## src/rtl/usb4_tx_pkg.sv

```systemverilog
// Shared types and defaults for the USB4 logical-layer transmit scheduler.
package usb4_tx_pkg;

    typedef enum logic [0:0] {
        TX_IDLE   = 1'b0,
        TX_ACTIVE = 1'b1
    } tx_state_e;

    localparam logic [7:0] DEFAULT_IDLE_WORD = 8'h00;

endpackage

```

## src/rtl/serializer_tx_scheduler_rr_arbiter.sv

```systemverilog
// Round-robin arbiter over the non-priority requesters; the search starts at
// the requester after the last one granted and only moves on an advance strobe.
module rr_arbiter
    import usb4_tx_pkg::*;
#(
    parameter int N = 2
) (
    input  logic         clk,
    input  logic         rst,
    input  logic [N-1:0] req,
    input  logic         advance,
    output logic [N-1:0] grant
);

    localparam int PW = (N > 1) ? $clog2(N) : 1;
    localparam logic [PW-1:0] LAST_IDX = PW'(N - 1);
    localparam logic [PW-1:0] IDX_ONE  = PW'(1);

    logic [PW-1:0] next_r;
    logic [PW-1:0] win_idx_s;
    logic [PW-1:0] idx_s;
    logic          hit_s;
    logic          found_s;
    logic [N-1:0]  grant_s;

    // First requesting index at or after the search pointer, wrapping once.
    always_comb begin
        grant_s   = '0;
        win_idx_s = next_r;
        found_s   = 1'b0;
        idx_s     = '0;
        hit_s     = 1'b0;
        for (int i = 0; i < N; i++) begin
            idx_s          = PW'((int'(next_r) + i) % N);
            hit_s          = !found_s && req[idx_s];
            grant_s[idx_s] = hit_s;
            win_idx_s      = hit_s ? idx_s : win_idx_s;
            found_s        = found_s | hit_s;
        end
    end

    // Search pointer: moves just past the winner when the grant is consumed.
    always_ff @(posedge clk) begin
        if (!rst) begin
            next_r <= '0;
        end else if (advance) begin
            next_r <= (win_idx_s == LAST_IDX) ? '0 : win_idx_s + IDX_ONE;
        end
    end

    assign grant = grant_s;

endmodule

```

## src/rtl/serializer_tx_scheduler.sv

```systemverilog
// Shares the transmit bus_serializer between word sources: mirrors its reload
// counter, arbitrates at each fetch point, pads gaps with idle words.
module serializer_tx_scheduler
    import usb4_tx_pkg::*;
#(
    parameter int                    DATA_WIDTH = 8,
    parameter int                    NUM_REQ    = 3,
    parameter logic [DATA_WIDTH-1:0] IDLE_WORD  = DATA_WIDTH'(DEFAULT_IDLE_WORD),
    parameter int                    IDLE_LIMIT = 4
) (
    input  logic                          clk,
    input  logic                          rst,
    input  logic [NUM_REQ-1:0]            req_valid,
    input  logic [NUM_REQ*DATA_WIDTH-1:0] req_data,
    output logic [NUM_REQ-1:0]            req_ready,
    input  logic                          stop,
    output logic                          ser_enable,
    output logic [DATA_WIDTH-1:0]         ser_data,
    output logic                          busy,
    output logic                          word_start
);

    localparam int SW = $clog2(DATA_WIDTH);
    localparam int IW = $clog2(IDLE_LIMIT + 2);
    localparam logic [SW-1:0] SLOT_LOAD  = SW'(DATA_WIDTH - 1);
    localparam logic [SW-1:0] SLOT_FETCH = SW'(1);
    localparam logic [IW-1:0] IDLE_MAX   = IW'(IDLE_LIMIT);
    localparam logic [IW-1:0] IDLE_ONE   = IW'(1);
    localparam logic [0:0]    ST_IDLE    = TX_IDLE;
    localparam logic [0:0]    ST_ACTIVE  = TX_ACTIVE;

    logic [0:0]            state_r;
    logic [SW-1:0]         slot_cnt_r;
    logic [IW-1:0]         idle_cnt_r;
    logic                  ser_enable_r;
    logic [DATA_WIDTH-1:0] ser_data_r;

    logic                  fetch_s;
    logic                  grant_s;
    logic                  rr_adv_s;
    logic [NUM_REQ-2:0]    rr_grant_s;
    logic [NUM_REQ-1:0]    ready_s;
    logic [DATA_WIDTH-1:0] win_data_s;

    rr_arbiter #(
        .N(NUM_REQ - 1)
    ) u_rr_arbiter (
        .clk    (clk),
        .rst    (rst),
        .req    (req_valid[NUM_REQ-1:1]),
        .advance(rr_adv_s),
        .grant  (rr_grant_s)
    );

    // Fetch point detection and the one-hot grant; requester 0 overrides the ring.
    always_comb begin
        fetch_s    = 1'b0;
        grant_s    = 1'b0;
        ready_s    = '0;
        rr_adv_s   = 1'b0;
        win_data_s = '0;
        if (!rst) begin
            fetch_s = 1'b0;
        end else if (state_r == ST_IDLE) begin
            fetch_s = (|req_valid) && !stop;
        end else begin
            fetch_s = (slot_cnt_r == SLOT_FETCH);
        end
        grant_s = fetch_s && !stop && (|req_valid);
        if (!grant_s) begin
            ready_s = '0;
        end else if (req_valid[0]) begin
            ready_s = {{(NUM_REQ-1){1'b0}}, 1'b1};
        end else begin
            ready_s  = {rr_grant_s, 1'b0};
            rr_adv_s = 1'b1;
        end
        for (int i = 0; i < NUM_REQ; i++) begin
            win_data_s = win_data_s
                       | (req_data[i*DATA_WIDTH +: DATA_WIDTH] & {DATA_WIDTH{ready_s[i]}});
        end
    end

    // Scheduler state, serializer-mirroring slot counter and output word.
    always_ff @(posedge clk) begin
        if (!rst) begin
            state_r      <= ST_IDLE;
            slot_cnt_r   <= '0;
            idle_cnt_r   <= '0;
            ser_enable_r <= 1'b0;
            ser_data_r   <= '0;
        end else if (fetch_s) begin
            slot_cnt_r <= '0;
            if (stop) begin
                ser_enable_r <= 1'b0;
                state_r      <= ST_IDLE;
            end else if (grant_s) begin
                ser_data_r   <= win_data_s;
                ser_enable_r <= 1'b1;
                state_r      <= ST_ACTIVE;
                idle_cnt_r   <= '0;
            end else if (idle_cnt_r < IDLE_MAX) begin
                ser_data_r <= IDLE_WORD;
                idle_cnt_r <= idle_cnt_r + IDLE_ONE;
            end else begin
                ser_enable_r <= 1'b0;
                state_r      <= ST_IDLE;
            end
        end else if (ser_enable_r) begin
            // Same reload rule as the serializer: 0 is the load edge.
            slot_cnt_r <= (slot_cnt_r == '0) ? SLOT_LOAD : slot_cnt_r - SLOT_FETCH;
        end else begin
            slot_cnt_r <= '0;
        end
    end

    assign req_ready  = ready_s;
    assign ser_enable = ser_enable_r;
    assign ser_data   = ser_data_r;
    assign busy       = ser_enable_r;
    assign word_start = ser_enable_r && (slot_cnt_r == '0);

endmodule

```

## config.mk

```make
export PLATFORM = sky130hd
export DESIGN_NAME = serializer_tx_scheduler
export DESIGN_NICKNAME = d
export VERILOG_FILES = /design/src/rtl/usb4_tx_pkg.sv /design/src/rtl/serializer_tx_scheduler_rr_arbiter.sv /design/src/rtl/serializer_tx_scheduler.sv
export SDC_FILE = /design/constraint.sdc
export NUM_CORES = 1
export LEC_CHECK = 0
export BUFFER_PORTS_ARGS = -buffer_cell sky130_fd_sc_hd__buf_2
export CELL_PAD_IN_SITES_DETAIL_PLACEMENT = 0
export CELL_PAD_IN_SITES_GLOBAL_PLACEMENT = 1
export CORE_MARGIN = 2
export CORE_UTILIZATION = 34
export CTS_CLUSTER_SIZE = 25
export DETAILED_ROUTE_END_ITERATION = 8
export GPL_ROUTABILITY_DRIVEN = 0
export MAX_ROUTING_LAYER = met4
export PLACE_DENSITY = 0.83
export SYNTH_ARGS = -nofsm -noshare
export SYNTH_HDL_FRONTEND = slang
export SYNTH_SLANG_ARGS = --single-unit
```

## constraint.sdc

```tcl
create_clock -name clk -period 4.2 [get_ports clk]
set_clock_uncertainty 0.15 [all_clocks]
set_input_delay 0.21 -clock clk [delete_from_list [all_inputs] [get_ports clk]]
set_output_delay 0.21 -clock clk [all_outputs]
set_load 0.01 [all_outputs]
```

# Word level (Yosys, flattened, before mapping)
# Index checks and enable logic that the tools add are counted.
[word_totals]
regBits = 16
output_inout_bits = 14
[op_classes]
n_addsub = 4
n_lt_le_gt_ge = 5
eq_ne = 2
mux = 25
n_bitwise = 9
n_reduce_logical = 15
[op_table]
columns = ["op", "n"]
rows = [
  ["$and A8 B8 Y8", 3],
  ["$mux W8", 2],
  ["$or A8 B8 Y8", 2],
  ["$mux W1", 15],
  ["$mux W3", 5],
  ["$logic_and A1 B1 Y1", 7],
  ["$reduce_or A3 Y1", 2],
  ["$lt A1 B2 Y1 const B", 2],
  ["$add A3 B1 Y3 const B", 1],
  ["$eq A3 B1 Y1 const B", 1],
  ["$logic_not A3 Y1", 1],
  ["$lt A3 B3 Y1 const B", 1],
  ["$ne A3 B3 Y1 const B", 1],
  ["$not A1 Y1", 3],
  ["$reduce_and A3 Y1", 1],
  ["$sub A3 B1 Y3 const B", 1],
  ["$add A1 B1 Y1 const B", 2],
  ["$and A2 B2 Y2", 1],
  ["$bwmux W2", 1],
  ["$demux W1 S1", 2],
  ["$ge A1 B1 Y1 const B", 2],
  ["$logic_not A1 Y1", 2],
  ["$reduce_and A2 Y1", 1],
  ["$reduce_bool A2 Y1", 1],
]

# Depth between registers and ports, before layout
# Gate-level depths: netlist (run 1).
[logic_depth]
ltp_word = 12
ltp_mapped = 7
depth_no_buf = 6

# Hierarchy
# A second synthesis (run 1) with hierarchy kept.
[unflattened]
cells_unflattened = 100
hier_area_um2 = 884.6
[by_module_without_submodules]
columns = ["module", "instances", "cells_per_inst", "area_per_inst_um2", "seq_area_each_um2"]
rows = [
  ["serializer_tx_scheduler", 1, 90, 815.8, 300.3],
  ["rr_arbiter", 1, 10, 68.8, 20.0],
]

# Least setup slack after synthesis (run 1)
# No wires, ideal clock.
[synth_path]
kind = "flip-flop to flip-flop"
from = "reg slot_cnt_r[1]"
to = "reg ser_data_r[1], in the netlist ser_data[1]"
arrival_ps = 1342
required_ps = 3906
setup_slack_ps = 2564
stages_incl_launch_ff = 7
path_buffers = 0
synth_period_minus_slack_ps = 1636
cell_sequence = "dfxtp_1 -> inv_1 -> ha_1 -> nand2b_4 -> or4_1 -> a21oi_1 -> a311oi_1"
[synth_via]
elab_chain_len = 10
[synth_lines]
columns = ["element", "line_no", "rtl"]
rows = [
  ["start, declared", "serializer_tx_scheduler.sv:33", "logic [SW-1:0] slot_cnt_r;"],
  ["start signal, assigned", "serializer_tx_scheduler.sv:111", "slot_cnt_r <= (slot_cnt_r == '0) ? SLOT_LOAD : slot_cnt_r - SLOT_FETCH;"],
  ["$eq A3 B1 Y1 (*)", "serializer_tx_scheduler.sv:67", "fetch_s = (slot_cnt_r == SLOT_FETCH);"],
  ["$mux W1 (*)", "serializer_tx_scheduler.sv:64", "end else if (state_r == ST_IDLE) begin"],
  ["$mux W1 (*)", "serializer_tx_scheduler.sv:62", "if (!rst) begin"],
  ["$logic_and A1 B1 Y1 (2 in a row)", "serializer_tx_scheduler.sv:69", "grant_s = fetch_s && !stop && (|req_valid);"],
  ["$mux W3", "serializer_tx_scheduler.sv:70", "if (!grant_s) begin"],
  ["$and A8 B8 Y8", "serializer_tx_scheduler.sv:80", "| (req_data[i*DATA_WIDTH +: DATA_WIDTH] & {DATA_WIDTH{ready_s[i]}});"],
  ["$or A8 B8 Y8 (2 in a row)", "serializer_tx_scheduler.sv:80", ""],
  ["$mux W8", "serializer_tx_scheduler.sv:97", "end else if (grant_s) begin"],
  ["end signal, assigned", "serializer_tx_scheduler.sv:98", "ser_data_r <= win_data_s;"],
  ["end, declared", "serializer_tx_scheduler.sv:36", "logic [DATA_WIDTH-1:0] ser_data_r;"],
]
# Every way passes the cells marked *; elsewhere a longest branch is shown, timed or not.
# A chain may end at the register's enable or synchronous reset.

# Worst setup path after layout (run 1)
[layout_path]
from = "reg slot_cnt_r[1]"
to = "out req_ready[2]"
[layout_via]
elab_chain_len = 6
[layout_lines]
columns = ["element", "line_no", "rtl"]
rows = [
  ["$eq A3 B1 Y1", "serializer_tx_scheduler.sv:67", ""],
  ["$mux W1", "serializer_tx_scheduler.sv:64", ""],
  ["$mux W1", "serializer_tx_scheduler.sv:62", ""],
  ["$logic_and A1 B1 Y1 (2 in a row)", "serializer_tx_scheduler.sv:69", ""],
  ["$mux W3", "serializer_tx_scheduler.sv:70", ""],
  ["end, declared", "serializer_tx_scheduler.sv:15", "output logic [NUM_REQ-1:0] req_ready,"],
]
# Every way passes these cells.

==> results.md, run 1 <==
- Post-synth top area share: 0.351
- Critical Path RT: between 3000 and 4000 ps
- Maximum VDD drop: 156 uV
- CP Class: flip-flop to primary output
- DRC viols: 0
- Pin count of the biggest net entering global routing: 14
- Worst Tran Pin Value: roughly 460 ps
- P per Cell Area: around 280 nW/um^2
- Initial core utilization: 0.365
- Clk Latency, worst-skew pair: about 280 ps
- Grt ovf: 0
- Root cell of the clock tree: clkbuf_4
- R2R Path Start: slot_cnt_r[1]$_SDFF_PP0_
- Initial antenna violation count: 0
- Count of clock tree sinks: 16
- Routed WL: around 2.1 mm
- Sequential-to-total area share from yosys stat: 0.351
- Worst-path cell chain: inv_1, ha_1, nand2b_4, a21oi_2, and3_1, buf_2
- Final period utilization: 0.501
- Crit start category: flip-flop
- Worst path arrival time: ~1700 ps
- Core area: around 2500 um^2
- Die area: around 3100 um^2
- Initial drt markers: 12
- Post-detailed-route count of antenna-violating nets: 0
- Endpoints failing hold: 0
- Vias in the first global route: around 850
- Filler cell count: about 250
- Final setup viols: 0
- Yosys reg bits: 16
- CTS Hold Bufs: 0
- Synth Area per Inst: between 9 and 10 um^2
- Resized cells post-CTS: 0
- Relative slew slack: 0.693
- First-pass GRT wire length: 3.63 mm
- CP startpoint: slot_cnt_r[1]$_SDFF_PP0_
- P_leak: around 0.51 nW
- Worst Setup EP: req_ready[2]
- Post-Syn Instances: a little under 100
- Worst Hold Launch: req_data[6]
- Min Hold Slack: 44.8 ps
- Register area: ~320 um^2
- RSZ-0062 raised after global routing: no
- Crit-path slowest cell: a21oi_2
- Share of cells above drive strength 1: 0.417
- Number of synthesized flops with an enable pin: 0
- Chip Height: between 50 and 60 um
- Final slew viol count: 0
- Detailed placement HPWL: 1.72 mm
- Final nets: between 150 and 200
- GRT Overall Usage: 0.149
- Area contributors post-synth: dfxtp_1 (35%), a221oi_1 (5.8%), o2bb2ai_1 (5.8%)
- Io pins: 44
- Postcts setup bufs: 0
- Commonest register cell after synthesis: dfxtp_1
- Detailed Routing Iterations Pass 1: 4
- Max cap viols: 0
- Cells on worst reg2reg path: 6
- Area of the multi-input gates: roughly 530 um^2
- Place WS: about 2400 ps
- Die Wd: between 50 and 60 um
- Diodes inserted: 0
- Synth Cell Area: 912 um^2
- Worst r2r dst: ser_data[4]$_SDFFE_PN0P_
- H-tree depth: 1
- Rows: 18
- CTS tree: built
- Ys async rst share: 0
- Hold crit path type: input port to flip-flop
- Via density: roughly 5.2
- Critical path peak fanout: 13
- Fin worst setup slack: 2100 ps
- Routed vias: 871
- Number of library cell types mapped by synthesis: 36
- Crit path time final: roughly 2100 ps
- CTS buffer count: 3
- Syn_nets: around 130
- Worst setup EP type: primary output
- Status: finished clean
- Final TNS setup: 0 ps
- Register-to-register setup slack: between 2000 and 2500 ps
- WL per Instance: 12.5 um
- Bufs on Longest Clock Path: 2
- Synth warn: 0
- Area Growth Syn to Fin: 26.5%
- Achievable Freq: 475 MHz
- Port bufs: 43
- CP peak stage delay: 400 ps
- Reg clk slew, reported paths: 90 ps
- Yosys top cell by area: dfxtp_1
==> metal layers <==
metal / up-vias / routed length [um] / part of all wire / global-route usage
li1: 447 / - / - / -
met4: 0 / 12 / 0.0057 / 0.0627
met5: - / 0 / 0 / -
met2: 28 / 1010 / 0.48 / 0.240
met3: 2 / 115 / 0.055 / 0.0395
met1: 394 / 967 / 0.46 / 0.174
==> final cells by class <==
cell class	instances	area share
multi-input cells	70	0.461
flip-flops and latches	16	0.278
well taps	30	0.0325
clock buffers	3	0.0195
repair buffers	43	0.187
inverters	7	0.0228
==> cells in the mapped netlist (all sizes together) (2+ instances only) <==
| master | count |
|---|---|
| a311oi | 2 |
| ha | 4 |
| o21ai | 7 |
| nand4 | 2 |
| nor3 | 4 |
| and2 | 4 |
| o2bb2ai | 6 |
| a21oi | 8 |
| a31oi | 3 |
| and3 | 2 |
| dfxtp | 16 |
| nand2b | 3 |
| nand2 | 2 |
| nor2 | 7 |
| buf | 3 |
| a221oi | 6 |
| inv | 7 |
==> layout by cell type, fill, tap and decap left out, types with 2 or more instances in the layout <==
master      n
a31oi_1     3
o21ai_0     7
buf_2      43
nand2b_4    2
ha_1        4
nor3_1      3
a311oi_1    2
clkbuf_4    3
dfxtp_1    16
nand4_1     2
and2_1      2
nor2_1      6
and3_1      2
a221oi_1    6
inv_1       7
a21oi_1     7
and2_2      2
o2bb2ai_1   6
==> flip-flops by register name, summed over array words and instances, names as in the netlist <==
signal / flops
u_rr_arbiter.next_r: 1
ser_data: 8
busy: 1
idle_cnt_r: 3
slot_cnt_r: 3
==> stage by stage <==
stage	cells	power (mW)	area, um^2	utilization
floorplan	98	0.217	912	-
global placement	166	0.245	1130	0.452
detailed placement	166	0.247	1130	0.452
CTS	169	0.329	1150	0.461
global route	169	0.344	1150	0.461
finish	169	0.323	1150	0.461
==> critical path, delay by kind of cell (launching register included) <==
family                   cells  cell delay, ps
buffers and inverters        2             210
adder cells (fa/ha/maj)      1             210
AO/OA/AOI/OAI                1             400
AND/OR/NAND/NOR              2             340
flip-flops                   1             300
==> worst min-delay path by stage <==
stage                               endpoint  cells after the start
finish              ser_data[6]$_SDFFE_PN0P_                      3
global route        ser_data[6]$_SDFFE_PN0P_                      3
CTS                 ser_data[6]$_SDFFE_PN0P_                      3
detailed placement  ser_data[3]$_SDFFE_PN0P_                      1
global placement    ser_data[7]$_SDFFE_PN0P_                      1
floorplan           slot_cnt_r[0]$_SDFF_PP0_                      2
==> logic make-up (layout without fill, tap and decap cells) <==
logic type      after synthesis  in the layout  synth area share
compound gates               34             34             0.276
simple gates                 30             30             0.232
flops                        16             16             0.351
buf+inv                      12             53            0.0658
fa+ha+maj                     4              4            0.0549
xor+xnor                      1              1           0.00960
mux                           1              1            0.0110
==> where the power goes <==
part	internal (mW)	switching, mW	total (mW)
clock network	0.0333	0.0478	0.0811
logic	0.0348	0.0397	0.0745
registers	0.161	0.00686	0.168
total	0.229	0.0944	0.323
No activity file was read; power rests on OpenSTA's default activity.
==> inputs of run 2 (changes only) <==
--- a/config.mk
+++ b/config.mk
@@ -9,12 +9,12 @@
 export CELL_PAD_IN_SITES_DETAIL_PLACEMENT = 0
 export CELL_PAD_IN_SITES_GLOBAL_PLACEMENT = 1
 export CORE_MARGIN = 2
-export CORE_UTILIZATION = 34
+export CORE_UTILIZATION = 32
 export CTS_CLUSTER_SIZE = 25
 export DETAILED_ROUTE_END_ITERATION = 8
 export GPL_ROUTABILITY_DRIVEN = 0
 export MAX_ROUTING_LAYER = met4
-export PLACE_DENSITY = 0.83
+export PLACE_DENSITY = 0.78
 export SYNTH_ARGS = -nofsm -noshare
 export SYNTH_HDL_FRONTEND = slang
 export SYNTH_SLANG_ARGS = --single-unit
==> constraint.sdc (replaced) <==
create_clock -name clk -period 2.1 [get_ports clk]
set_clock_uncertainty 0.15 [all_clocks]
set_input_delay 0.105 -clock clk [delete_from_list [all_inputs] [get_ports clk]]
set_output_delay 0.105 -clock clk [all_outputs]
set_load 0.01 [all_outputs]
==> results.md, run 2 (synthesis gave the netlist of run 1 again) <==
- Final slew viol count: 0 (unchanged)
- Clk Latency, worst-skew pair: 290 ps (about the same)
- Relative slew slack: 0.703 (+0.00985)
- Detailed Routing Iterations Pass 1: 4 (unchanged)
- Via density: 5.04 (-2.2%)
- First-pass GRT wire length: 3.97 mm (+9.5%)
- Grt ovf: 0 (unchanged)
- Detailed placement HPWL: 1.78 mm (+3.2%)
- Vias in the first global route: 976 (+15%)
- Bufs on Longest Clock Path: 2 (unchanged)
- Routed WL: 2.47 mm (+17%)
- Area of the multi-input gates: 539 um^2 (+1.4%)
- Register-to-register setup slack: 180 ps (-2270 ps)
- CTS buffer count: 3 (unchanged)
- Initial core utilization: 0.334 (-0.0312)
- CTS tree: built
- Port bufs: 43 (unchanged)
- R2R Path Start: u_rr_arbiter.next_r$_SDFFE_PN0P_
- Final nets: 197 (+13%)
- Root cell of the clock tree: clkbuf_4
- Crit start category: flip-flop
- Fin worst setup slack: 136 ps (-1960 ps)
- Max cap viols: 0 (unchanged)
- Core area: 2730 um^2 (+9.4%)
- Filler cell count: 242 (-4.7%)
- Reg clk slew, reported paths: 100 ps (about the same)
- Min Hold Slack: 31.2 ps (-13.6 ps)
- Final setup viols: 0 (unchanged)
- Status: finished clean
- WL per Instance: 12.8 um (+2.8%)
- Hold crit path type: input port to flip-flop
- Post-detailed-route count of antenna-violating nets: 0 (unchanged)
- Dpl cell area: 1130 um^2 (+0.11%)
- Worst path arrival time: 1710 ps (-30 ps)
- Critical Path RT: 1850 ps (-1990 ps)
- Crit path time final: just under 2000 ps
- Register area: 320 um^2 (unchanged)
- Largest register FFs: 8 (unchanged)
- Final period utilization: 0.935
- GRT Overall Usage: 0.159 (+0.00987)
- Maximum VDD drop: 289 uV (+86%)
- Most frequent cells in the layout: buf_2 (43), dlygate4sd3_1 (22), dfxtp_1 (16)
- Worst Hold Launch: stop
- Post-route cell area: 1400 um^2 (+21%)
- Achievable Freq: about 510 MHz
- Die Wd: 57.4 um (+2.9%)
- Endpoints failing hold: 0 (unchanged)
- Pin count of the biggest net entering global routing: 14 (unchanged)
- Post-layout util: 0.511 (+0.0493)
- Hold path endpoint: busy$_SDFFE_PN0P_
- Cells on worst reg2reg path: 5 (-1)
- Initial antenna violation count: 0 (unchanged)
- Diodes inserted: 0 (unchanged)
- Postcts setup bufs: 0 (unchanged)
- P_leak: 0.617 nW (+21%)
- Final TNS setup: 0 ps (unchanged)
- Most common cell after layout, fill and taps aside: buf_2
- Area Growth Syn to Fin: 53.1%
- Worst setup EP type: primary output
- Initial drt markers: 5 (-7)
- Die area: 3290 um^2 (+5.8%)
- Worst Tran Pin Value: 442 ps (-18.2 ps)
- Hold Path Depth: 3 (unchanged)
- Io pins: 44 (unchanged)
- Rows: 19 (+1)
- Routed vias: 973 (+12%)
- Worst r2r dst: ser_data[6]$_SDFFE_PN0P_
- Share of cells above drive strength 1: 0.364 (-0.0531)
- P per Cell Area: 524 nW/um^2 (+87%)
- Count of clock tree sinks: 16 (unchanged)
- RSZ-0062 raised after global routing: no
- CP Class: flip-flop to primary output
- DRC viols: 0 (unchanged)
- Chip Height: 57.4 um (+2.9%)
- Place WS: 328 ps (-2070 ps)
- Critical path peak fanout: 13 (unchanged)
- H-tree depth: 1 (unchanged)
-- run 2: worst max path at each step --
stage / start / end / slack (ps) / cells past startpoint
finish: slot_cnt_r[1]$_SDFF_PP0_ / req_ready[1] / 140 / 6
CTS: slot_cnt_r[1]$_SDFF_PP0_ / req_ready[1] / 40 / 6
global route: slot_cnt_r[1]$_SDFF_PP0_ / req_ready[1] / 30 / 6
global placement: slot_cnt_r[1]$_SDFF_PP0_ / ser_data[1]$_SDFFE_PN0P_ / 400 / 6
floorplan: slot_cnt_r[1]$_SDFF_PP0_ / ser_data[1]$_SDFFE_PN0P_ / 460 / 6
detailed placement: slot_cnt_r[1]$_SDFF_PP0_ / ser_data[4]$_SDFFE_PN0P_ / 330 / 6
-- run 2: metrics by stage --
stage	std cells	total power, mW
final	193	0.732
after global routing	193	0.768
after CTS	193	0.736
after detailed placement	167	0.495
after global placement	167	0.492
after floorplan	98	0.434
-- run 2: layer usage --
| metal | GRT usage | vias up | part of all wire | routed length [um] |
|---|---|---|---|---|
| li1 | - | 494 | - | - |
| met1 | 0.172 | 441 | 0.43 | 1070 |
| met2 | 0.286 | 34 | 0.51 | 1270 |
| met3 | 0.0272 | 4 | 0.042 | 103 |
| met4 | 0.0598 | 0 | 0.015 | 36 |
| met5 | - | - | 0 | 0 |
-- run 2: cell type report --
class | count | area share
well taps | 31 | 0.0278
multi-input cells | 70 | 0.386
flip-flops and latches | 16 | 0.229
inverters | 7 | 0.0188
clock buffers | 4 | 0.0260
repair buffers | 65 | 0.312
-- run 2: power breakdown --
group / switching, mW / internal, mW
Combinational: 0.0889 / 0.0998
Sequential: 0.0142 / 0.322
Clock: 0.102 / 0.106
Total: 0.205 / 0.528
-- run 2: critical path: stages (launching register included) --
cell and delay, ps:
dfxtp_1 310, inv_1 100, ha_1 230, nand2b_4 120, a21oi_4 300, and3_1 210
buf_2 140
-- run 2: what timing repair did --
item,CTS,global route
hold buffers,22,0
endpoints found under the setup margin,0,3
resized for setup,0,1
endpoints found under the hold margin,11,0
==> inputs of run 3 (changes only) <==
--- a/config.mk
+++ b/config.mk
@@ -15,6 +15,7 @@
 export GPL_ROUTABILITY_DRIVEN = 0
 export MAX_ROUTING_LAYER = met4
 export PLACE_DENSITY = 0.78
+export RECOVER_POWER = 100
 export SYNTH_ARGS = -nofsm -noshare
 export SYNTH_HDL_FRONTEND = slang
 export SYNTH_SLANG_ARGS = --single-unit
==> results.md, run 3 (synthesis gave the netlist of run 1 again) <==
- Status: finished clean
- Critical path peak fanout: 9 (-4)
- Crit start category: input port
- Area Growth Syn to Fin: 50.5%
- Endpoints failing hold: 0 (unchanged)
- Worst setup EP type: flip-flop
- Most common cell after layout, fill and taps aside: buf_2
- Fin worst setup slack: 110 ps (-26.4 ps)
- CP Class: input port to flip-flop
- Relative slew slack: 0.652 (-0.0508)
- Pin count of the biggest net entering global routing: 14 (unchanged)
- Reg clk slew, reported paths: 100 ps (about the same)
- Worst Tran Pin Value: 521 ps (+78.7 ps)
- R2R Path Start: u_rr_arbiter.next_r$_SDFFE_PN0P_
- P_leak: 0.565 nW (-8.4%)
- Diodes inserted: 0 (unchanged)
- Initial core utilization: 0.334 (unchanged)
- Final period utilization: 0.948 (+0.0126)
- CTS buffer count: 3 (unchanged)
- P per Cell Area: 528 nW/um^2 (+0.62%)
- Worst r2r dst: ser_data[7]$_SDFFE_PN0P_
- First-pass GRT wire length: 3.97 mm (unchanged)
- Clk Latency, worst-skew pair: 290 ps (about the same)
- Achievable Freq: 502 MHz (-1.3%)
- Vias in the first global route: 976 (unchanged)
- Worst Setup EP: ser_data[7]$_SDFFE_PN0P_
- DRC viols: 0 (unchanged)
- Initial drt markers: 5 (unchanged)
- Final nets: 197 (unchanged)
- Core area: 2730 um^2 (unchanged)
- Max cap viols: 0 (unchanged)
- Grt ovf: 0 (unchanged)
- Share of cells above drive strength 1: 0.284 (-0.0802)
- Hold crit path type: input port to flip-flop
- Bufs on Longest Clock Path: 2 (unchanged)
- Detailed Routing Iterations Pass 1: 4 (unchanged)
- Rows: 19 (unchanged)
- H-tree depth: 1 (unchanged)
- Place WS: 328 ps (unchanged)
- Post-detailed-route count of antenna-violating nets: 0 (unchanged)
- Root cell of the clock tree: clkbuf_4
- Crit path time final: 1990 ps (+26.4 ps)
- Most frequent cells in the layout: buf_2 (29), dlygate4sd3_1 (22), dfxtp_1 (16)
- Die area: 3290 um^2 (unchanged)
- Register-to-register setup slack: 170 ps (about the same)
- RSZ-0062 raised after global routing: no
- CTS tree: built
- Worst path arrival time: 2030 ps (+320 ps)
- Die Wd: 57.4 um (unchanged)
- Chip Height: 57.4 um (unchanged)
- Via density: 5.01 (-0.62%)
- Detailed placement HPWL: 1.78 mm (unchanged)
- Final slew viol count: 0 (unchanged)
- WL per Instance: 12.8 um (+0.12%)
- Count of clock tree sinks: 16 (unchanged)
- Cells on worst reg2reg path: 5 (unchanged)
- Initial antenna violation count: 0 (unchanged)
- GRT Overall Usage: 0.159 (unchanged)
- Final TNS setup: 0 ps (unchanged)
- Largest register FFs: 8 (unchanged)
- Critical Path RT: 2140 ps (+290 ps)
- CP startpoint: req_valid[1]
- Maximum VDD drop: 290 uV (+0.48%)
- Routed WL: 2.48 mm (+0.12%)
- Routed vias: 967 (-0.62%)
- Final setup viols: 0 (unchanged)
- Io pins: 44 (unchanged)
- Port bufs: 43 (unchanged)
[run 3: worst min path at each step]
stage,endpoint,startpoint,cells past startpoint,slack (ps)
finish,busy$_SDFFE_PN0P_,stop,3,30
global route,busy$_SDFFE_PN0P_,stop,3,50
CTS,busy$_SDFFE_PN0P_,stop,3,20
detailed placement,ser_data[0]$_SDFFE_PN0P_,req_data[8],3,240
global placement,ser_data[7]$_SDFFE_PN0P_,req_data[7],3,230
floorplan,slot_cnt_r[0]$_SDFF_PP0_,rst,2,120
[run 3: metrics by stage]
stage                     instances   util  power (mW)  hold slack, ps  cell area [um^2]
after CTS                       193  0.508       0.736            23.4              1390
after detailed placement        167  0.414       0.495             243              1130
after floorplan                  98      -       0.434             124               912
after global placement          167  0.414       0.492             229              1130
after global routing            193  0.502       0.761            52.2              1370
final                           193  0.502       0.724            29.1              1370
[run 3: repair_timing]
action,4_1_cts,5_1_grt
gates resized for setup,0,1
endpoints found under the hold margin,11,0
hold buffers,22,0
setup buffers,0,0
endpoints found under the setup margin,0,3
[run 3: final cells by class]
cell class	instances	area [um^2]
fill	251	1360
multi-input combinational	70	532
timing repair buffer	65	419
sequential	16	320
tap	31	38.8
clock buffer	4	36.3
inverter	7	26.3
[run 3: worst max-delay path: stages]
cell,delay (ps)
dlygate4sd3_1,530
clkbuf_1,150
and2_1,260
a221oi_1,330
dlygate4sd3_1,590
o2bb2ai_1,70
[run 3: per-layer routing]
| metal | track usage | wire (um) |
|---|---|---|
| met4 | 0.0598 | 21 |
| met5 | - | 0 |
| met2 | 0.286 | 1260 |
| met3 | 0.0272 | 110 |
| met1 | 0.172 | 1080 |
[run 3: where the power goes]
part           total, mW  internal [mW]  switching (mW)  leakage (nW)
clock              0.206          0.106           0.101        0.0210
sequential         0.336          0.322          0.0140         0.131
combinational      0.182         0.0940          0.0881         0.413
